$ cat src/rtl/if_id_queue_if.sv
// if_id_queue_if: fetch-to-decode handshake bundle for the if/id instruction queue.
interface if_id_queue_if #(parameter int PTR_W = 1);
  logic              in_valid;
  logic [31:0]       in_instr;
  logic [31:0]       in_pc4;
  logic              in_ready;
  logic              flush;
  logic              out_valid;
  logic              out_ready;
  logic [31:0]       out_instr;
  logic [31:0]       out_pc4;
  logic [5:0]        out_opcode;
  logic [4:0]        out_rs;
  logic [4:0]        out_rt;
  logic [4:0]        out_rd;
  logic [4:0]        out_shamt;
  logic [5:0]        out_funct;
  logic [31:0]       out_imm_sext;
  logic [25:0]       out_jtarget;
  logic [PTR_W:0]    level;
  modport master (
    output in_valid, in_instr, in_pc4, flush, out_ready,
    input  in_ready, out_valid, out_instr, out_pc4, out_opcode, out_rs, out_rt,
           out_rd, out_shamt, out_funct, out_imm_sext, out_jtarget, level
  );
  modport slave (
    input  in_valid, in_instr, in_pc4, flush, out_ready,
    output in_ready, out_valid, out_instr, out_pc4, out_opcode, out_rs, out_rt,
           out_rd, out_shamt, out_funct, out_imm_sext, out_jtarget, level
  );
endinterface

$ cat src/rtl/if_id_queue.sv
// if_id_queue: elastic circular FIFO of {instr, pc4} between fetch and decode.
// Head instruction is pre-split into MIPS fields; flush drops all wrong-path entries.
module if_id_queue #(
  parameter int DEPTH = 2,
  parameter int PTR_W = 1
) (
  input logic         clk,
  input logic         rst_n,
  if_id_queue_if.slave bus
);
  logic [31:0]      instr_q [DEPTH];
  logic [31:0]      instr_d [DEPTH];
  logic [31:0]      pc4_q [DEPTH];
  logic [31:0]      pc4_d [DEPTH];
  logic [PTR_W-1:0] wr_ptr_q, wr_ptr_d, rd_ptr_q, rd_ptr_d;
  logic [PTR_W:0]   count_q, count_d;
  logic             push, pop;
  logic [31:0]      head;
  always_comb begin
    bus.in_ready = rst_n && (count_q < (PTR_W+1)'(DEPTH));
    bus.out_valid = count_q != '0;
    bus.level = count_q;
    push = bus.in_valid && bus.in_ready && !bus.flush;
    pop = bus.out_valid && bus.out_ready && !bus.flush;
    wr_ptr_d = bus.flush ? '0 : wr_ptr_q + PTR_W'(push);
    rd_ptr_d = bus.flush ? '0 : rd_ptr_q + PTR_W'(pop);
    count_d = bus.flush ? '0 : count_q + (PTR_W+1)'(push) - (PTR_W+1)'(pop);
    instr_d = instr_q;
    pc4_d = pc4_q;
    if (push) begin
      instr_d[wr_ptr_q] = bus.in_instr;
      pc4_d[wr_ptr_q] = bus.in_pc4;
    end
    // empty queue presents an all-zero head, i.e. a MIPS NOP
    head = bus.out_valid ? instr_q[rd_ptr_q] : '0;
    bus.out_instr = head;
    bus.out_pc4 = bus.out_valid ? pc4_q[rd_ptr_q] : '0;
    bus.out_opcode = head[31:26];
    bus.out_rs = head[25:21];
    bus.out_rt = head[20:16];
    bus.out_rd = head[15:11];
    bus.out_shamt = head[10:6];
    bus.out_funct = head[5:0];
    bus.out_imm_sext = {{16{head[15]}}, head[15:0]};
    bus.out_jtarget = head[25:0];
  end
  always_ff @(posedge clk or negedge rst_n) begin
    if (!rst_n) begin
      wr_ptr_q <= '0;
      rd_ptr_q <= '0;
      count_q <= '0;
      for (int i = 0; i < DEPTH; i++) begin
        instr_q[i] <= '0;
        pc4_q[i] <= '0;
      end
    end else begin
      wr_ptr_q <= wr_ptr_d;
      rd_ptr_q <= rd_ptr_d;
      count_q <= count_d;
      instr_q <= instr_d;
      pc4_q <= pc4_d;
    end
  end
endmodule
$ cat src/flat_wrapper.sv
// flat-port wrapper written by rule: the top's interface ports become plain ports
module if_id_queue_flat 
#(
  parameter int DEPTH = 2,
  parameter int PTR_W = 1
)
  (clk, rst_n, bus_in_valid, bus_in_instr, bus_in_pc4, bus_flush, bus_out_ready, bus_in_ready, bus_out_valid, bus_out_instr, bus_out_pc4, bus_out_opcode, bus_out_rs, bus_out_rt, bus_out_rd, bus_out_shamt, bus_out_funct, bus_out_imm_sext, bus_out_jtarget, bus_level);
  if_id_queue_if #(.PTR_W(PTR_W)) bus_i ();
  input logic clk;
  input logic rst_n;
  input wire logic [$bits(bus_i.in_valid)-1:0] bus_in_valid;
  input wire logic [$bits(bus_i.in_instr)-1:0] bus_in_instr;
  input wire logic [$bits(bus_i.in_pc4)-1:0] bus_in_pc4;
  input wire logic [$bits(bus_i.flush)-1:0] bus_flush;
  input wire logic [$bits(bus_i.out_ready)-1:0] bus_out_ready;
  output wire logic [$bits(bus_i.in_ready)-1:0] bus_in_ready;
  output wire logic [$bits(bus_i.out_valid)-1:0] bus_out_valid;
  output wire logic [$bits(bus_i.out_instr)-1:0] bus_out_instr;
  output wire logic [$bits(bus_i.out_pc4)-1:0] bus_out_pc4;
  output wire logic [$bits(bus_i.out_opcode)-1:0] bus_out_opcode;
  output wire logic [$bits(bus_i.out_rs)-1:0] bus_out_rs;
  output wire logic [$bits(bus_i.out_rt)-1:0] bus_out_rt;
  output wire logic [$bits(bus_i.out_rd)-1:0] bus_out_rd;
  output wire logic [$bits(bus_i.out_shamt)-1:0] bus_out_shamt;
  output wire logic [$bits(bus_i.out_funct)-1:0] bus_out_funct;
  output wire logic [$bits(bus_i.out_imm_sext)-1:0] bus_out_imm_sext;
  output wire logic [$bits(bus_i.out_jtarget)-1:0] bus_out_jtarget;
  output wire logic [$bits(bus_i.level)-1:0] bus_level;
  assign bus_i.in_valid = bus_in_valid;
  assign bus_i.in_instr = bus_in_instr;
  assign bus_i.in_pc4 = bus_in_pc4;
  assign bus_i.flush = bus_flush;
  assign bus_i.out_ready = bus_out_ready;
  assign bus_in_ready = bus_i.in_ready;
  assign bus_out_valid = bus_i.out_valid;
  assign bus_out_instr = bus_i.out_instr;
  assign bus_out_pc4 = bus_i.out_pc4;
  assign bus_out_opcode = bus_i.out_opcode;
  assign bus_out_rs = bus_i.out_rs;
  assign bus_out_rt = bus_i.out_rt;
  assign bus_out_rd = bus_i.out_rd;
  assign bus_out_shamt = bus_i.out_shamt;
  assign bus_out_funct = bus_i.out_funct;
  assign bus_out_imm_sext = bus_i.out_imm_sext;
  assign bus_out_jtarget = bus_i.out_jtarget;
  assign bus_level = bus_i.level;
  if_id_queue #(.DEPTH(DEPTH), .PTR_W(PTR_W)) u_core (.clk(clk), .rst_n(rst_n), .bus(bus_i));
endmodule
$ cat config.mk
export PLATFORM = sky130hd
export DESIGN_NAME = if_id_queue_flat
export DESIGN_NICKNAME = d
export VERILOG_FILES = /design/src/rtl/if_id_queue_if.sv /design/src/rtl/if_id_queue.sv /design/src/flat_wrapper.sv
export SDC_FILE = /design/constraint.sdc
export NUM_CORES = 1
export LEC_CHECK = 0
export CAP_MARGIN = 20
export CORE_AREA = 5 5 142 144
export CTS_CLUSTER_SIZE = 10
export DETAILED_ROUTE_END_ITERATION = 6
export DIE_AREA = 0 0 147 149
export GPL_ROUTABILITY_DRIVEN = 0
export PLACE_DENSITY = 0.69
export SYNTH_ARGS = -nofsm -noshare
export SYNTH_HDL_FRONTEND = slang
export SYNTH_SLANG_ARGS = --single-unit
$ cat constraint.sdc
create_clock -name clk -period 2.44 [get_ports clk]
set_input_delay 0.488 -clock clk [delete_from_list [all_inputs] [get_ports clk]]
set_output_delay 0.488 -clock clk [all_outputs]
set_load 0.01 [all_outputs]
==> flow_summary.json <==
{
  "track_usage_pct": 15.0,
  "synth_async_sr_flop_share_pct": 100,
  "grtUsageMet3_pct": 5.20,
  "synth-simple-area-share_pct": 3.98,
  "ys_ff_latch": 132,
  "drtAntennaViolNets": 0,
  "slew_headroom_pct": 51.2,
  "post_synth_num_cell_types": 18,
  "area_growth_pct": 33.8,
  "path_cells": "buf_6 > mux2i_1 > nor2_1 > clkdlybuf4s50_1",
  "finalClockSkew_ps": 7.53,
  "synthAdderAreaFrac_pct": 0.695,
  "start_util_pct": 38.8,
  "rrSetupSlack_ps": 440,
  "ys_seq_area_share_pct": 45.8,
  "setup_ws_ps": 87.7,
  "r2r_cells": 6,
  "critical_path_class": "register to output pin",
  "final_cells": 928,
  "tritoncts": "done",
  "nNetsFinal": 754,
  "synth_top_area_cell": "dfrtp_1",
  "routedWlPerCell_microns": 18.0,
  "drt_iter0_drc": 121,
  "synth_common_cells": "dfrtp_1, mux2_4, buf_4",
  "r2r-start": "u_core.bus.level[1]",
  "drive_gt1_share_pct": 29.0,
  "rows": 50,
  "insertion_delay_ps": 410,
  "vias_per_cell": 4.71,
  "cp.required_ps": 1950,
  "fin_crit_sh_pct": 96.4,
  "drv_cap": 0,
  "synth_most_common_cell": "dfrtp_1",
  "synthCells": 526,
  "power_density_mw_per_mm2": 842,
  "clkTransAtPathRegs_ps": 60,
  "multi_input_comb_area_sq_mm": 0.00298,
  "slowest_stage": "clkdlybuf4s50_1",
  "synth.area.mux_share_pct": 35.3,
  "grt_pass1_vias": 4887,
  "grt_antenna_before_repair": 0,
  "synth_edf_count": 0,
  "drv_slew": 0,
  "die_width_microns": 147,
  "cts_sinks": 132,
  "num_vias": 4370,
  "io_pins": 227,
  "cts_buffers": 17,
  "finalWirelength_microns": 16700,
  "cp_top_family": "buffers and inverters",
  "dr.pass1.iters": 4,
  "cts_root_buf": "clkbuf_16",
  "syn_nets": 599,
  "grt.busiest_layer": "met2",
  "hold_viol": 0,
  "p_leak_nw": 4.87,
  "remaining_drc_errors": 0,
  "overflow": 0,
  "place_ws_ps": 156,
  "grt_max_degree": 133,
  "crit_fanout": 10,
  "cpPeakStageDelay_ps": 540,
  "yosys_warnings": 0,
  "synth_xor_area_share_pct": 0.313,
  "synthFlopType": "dfrtp_1",
  "syn_avg_cell_area_sq_um": 13.7,
  "tightestPinTransition_ps": 732,
  "synth_compound_area_share_pct": 0.0695,
  "timing.rr.end": "u_core.pc4_q[54]",
  "synthTopCellsByArea": "dfrtp_1, mux2_4, buf_4, mux2i_1, nor2_1",
  "max_clock_freq_ghz": 0.425,
  "antenna_cells": 0,
  "synth_top_family_by_area": "multiplexers",
  "grt_pass1_wl_microns": 26600,
  "io_buffers": 226,
  "arrival_ps": 1860,
  "end_kind": "output pin",
  "min_path_type": "input port to async pin",
  "ir_drop_v": 0.000456,
  "met2_usage_pct": 24.8,
  "status": "complete, no violations",
  "dp_hpwl_microns": 11300,
  "num-fill-cells": 1654,
  "use_met1_pct": 18.5,
  "die-area_sq_mm": 0.0219,
  "cp_num_buf_inv": 2,
  "fin_crit_ps": 2350,
  "seq_area_sq_mm": 0.00331,
  "clockBufferDepth": 2,
  "core_sq_mm": 0.0186,
  "power_mw": 8.11,
  "placed_cells": 887,
  "die_h_microns": 149,
  "startpoint_type": "register",
  "yosys.area.top_type_share_pct": 45.8,
  "setup_viol": 0,
  "htree_levels": 4,
  "syn_area_sq_mm": 0.00720
}
cell usage in the layout (no fill, tap or decap):
master / synthesis / layout
dfrtp_1: 132 / 130
ha_1: 4 / 2
nor2_1: 69 / 54
nor2_2: 0 / 14
dfrtp_4: 0 / 1
buf_12: 5 / 10
clkbuf_8: 0 / 2
mux2_2: 1 / 1
clkdlybuf4s50_1: 0 / 74
mux2_4: 120 / 120
inv_6: 0 / 1
dlymetal6s2s_1: 0 / 7
clkbuf_1: 1 / 1
clkbuf_16: 0 / 18
bufinv_16: 0 / 2
mux2i_1: 64 / 64
ha_4: 0 / 2
and3b_1: 1 / 1
dfrtp_2: 0 / 1
clkinv_4: 0 / 3
buf_6: 13 / 3
nor2_4: 0 / 1
clkinvlp_4: 0 / 2
nor2b_1: 3 / 3
o21ai_1: 1 / 1
dlygate4sd2_1: 0 / 144
clkinv_2: 0 / 4
inv_1: 3 / 3
mux2_1: 8 / 8
buf_4: 93 / 15
inv_2: 1 / 1
xnor3_1: 1 / 1
flip-flops by register name, indices dropped and copies added (netlist names):
| register | flops |
|---|---|
| u_core.instr_q | 64 |
| u_core.pc4_q | 64 |
| u_core.rd_ptr_q | 1 |
| u_core.wr_ptr_q | 1 |
| u_core.bus.level | 2 |
how the worst max path moves through the flow:
stage,start,to,slack (ps),cells past startpoint
detailed placement,u_core.rd_ptr_q,bus_out_imm_sext[6],160,4
CTS,u_core.rd_ptr_q,bus_out_pc4[27],-1,4
global placement,u_core.rd_ptr_q,bus_out_imm_sext[6],210,4
finish,u_core.rd_ptr_q,bus_out_pc4[19],90,4
floorplan,u_core.bus.level[1],bus_out_imm_sext[16],130,5
global route,u_core.rd_ptr_q,bus_out_pc4[19],-8,4
repair_timing:
| item | in CTS | in global routing |
|---|---|---|
| endpoints found under the setup margin | 155 | 10 |
| hold buffers | 0 | 0 |
| gates resized for setup | 161 | 7 |
| setup buffers | 8 | 0 |
| gates cloned | 0 | 1 |
| endpoints found under the hold margin | 0 | 0 |
| pin swaps | 1 | 0 |
report_power, final:
part	switching [mW]	leakage [nW]	total [mW]	internal (mW)
clock network	0.973	0.286	2.53	1.56
registers	0.332	1.64	3.10	2.77
logic	0.982	2.94	2.49	1.50
total	2.29	4.87	8.11	5.83
layer usage:
metal / up-vias / share of wire [%]
met3: 17 / 7.1
met5: - / 0
met4: 0 / 1.4
met2: 158 / 48
met1: 2201 / 43
li1: 1994 / -
per-stage QoR:
step	hold slack (ps)	utilization (%)	instance area, sq um	TNS (ps)
floorplan	192	-	7200	0
global placement	467	48.8	9070	0
detailed placement	474	48.8	9070	0
CTS	255	51.6	9600	-1.05
global route	285	51.9	9640	-8.03
finish	197	51.9	9640	0
area by class of cell:
type | instances | share of cell area, %
repair buffers | 254 | 25.5
inverters | 4 | 0.156
clock inverters | 12 | 1.35
clock buffers | 20 | 4.74
multi-input cells | 272 | 30.9
flip-flops and latches | 132 | 34.3
well taps | 234 | 3.04
logic make-up (layout without fill, tap and decap cells):
kind of cell    after synthesis  after routing
buf+inv                     122            290
fa+ha+maj                     4              4
xor+xnor                      1              1
compound gates                1              1
flops                       132            132
simple gates                 73             73
mux                         193            193
No activity file was read; power rests on OpenSTA's default activity.
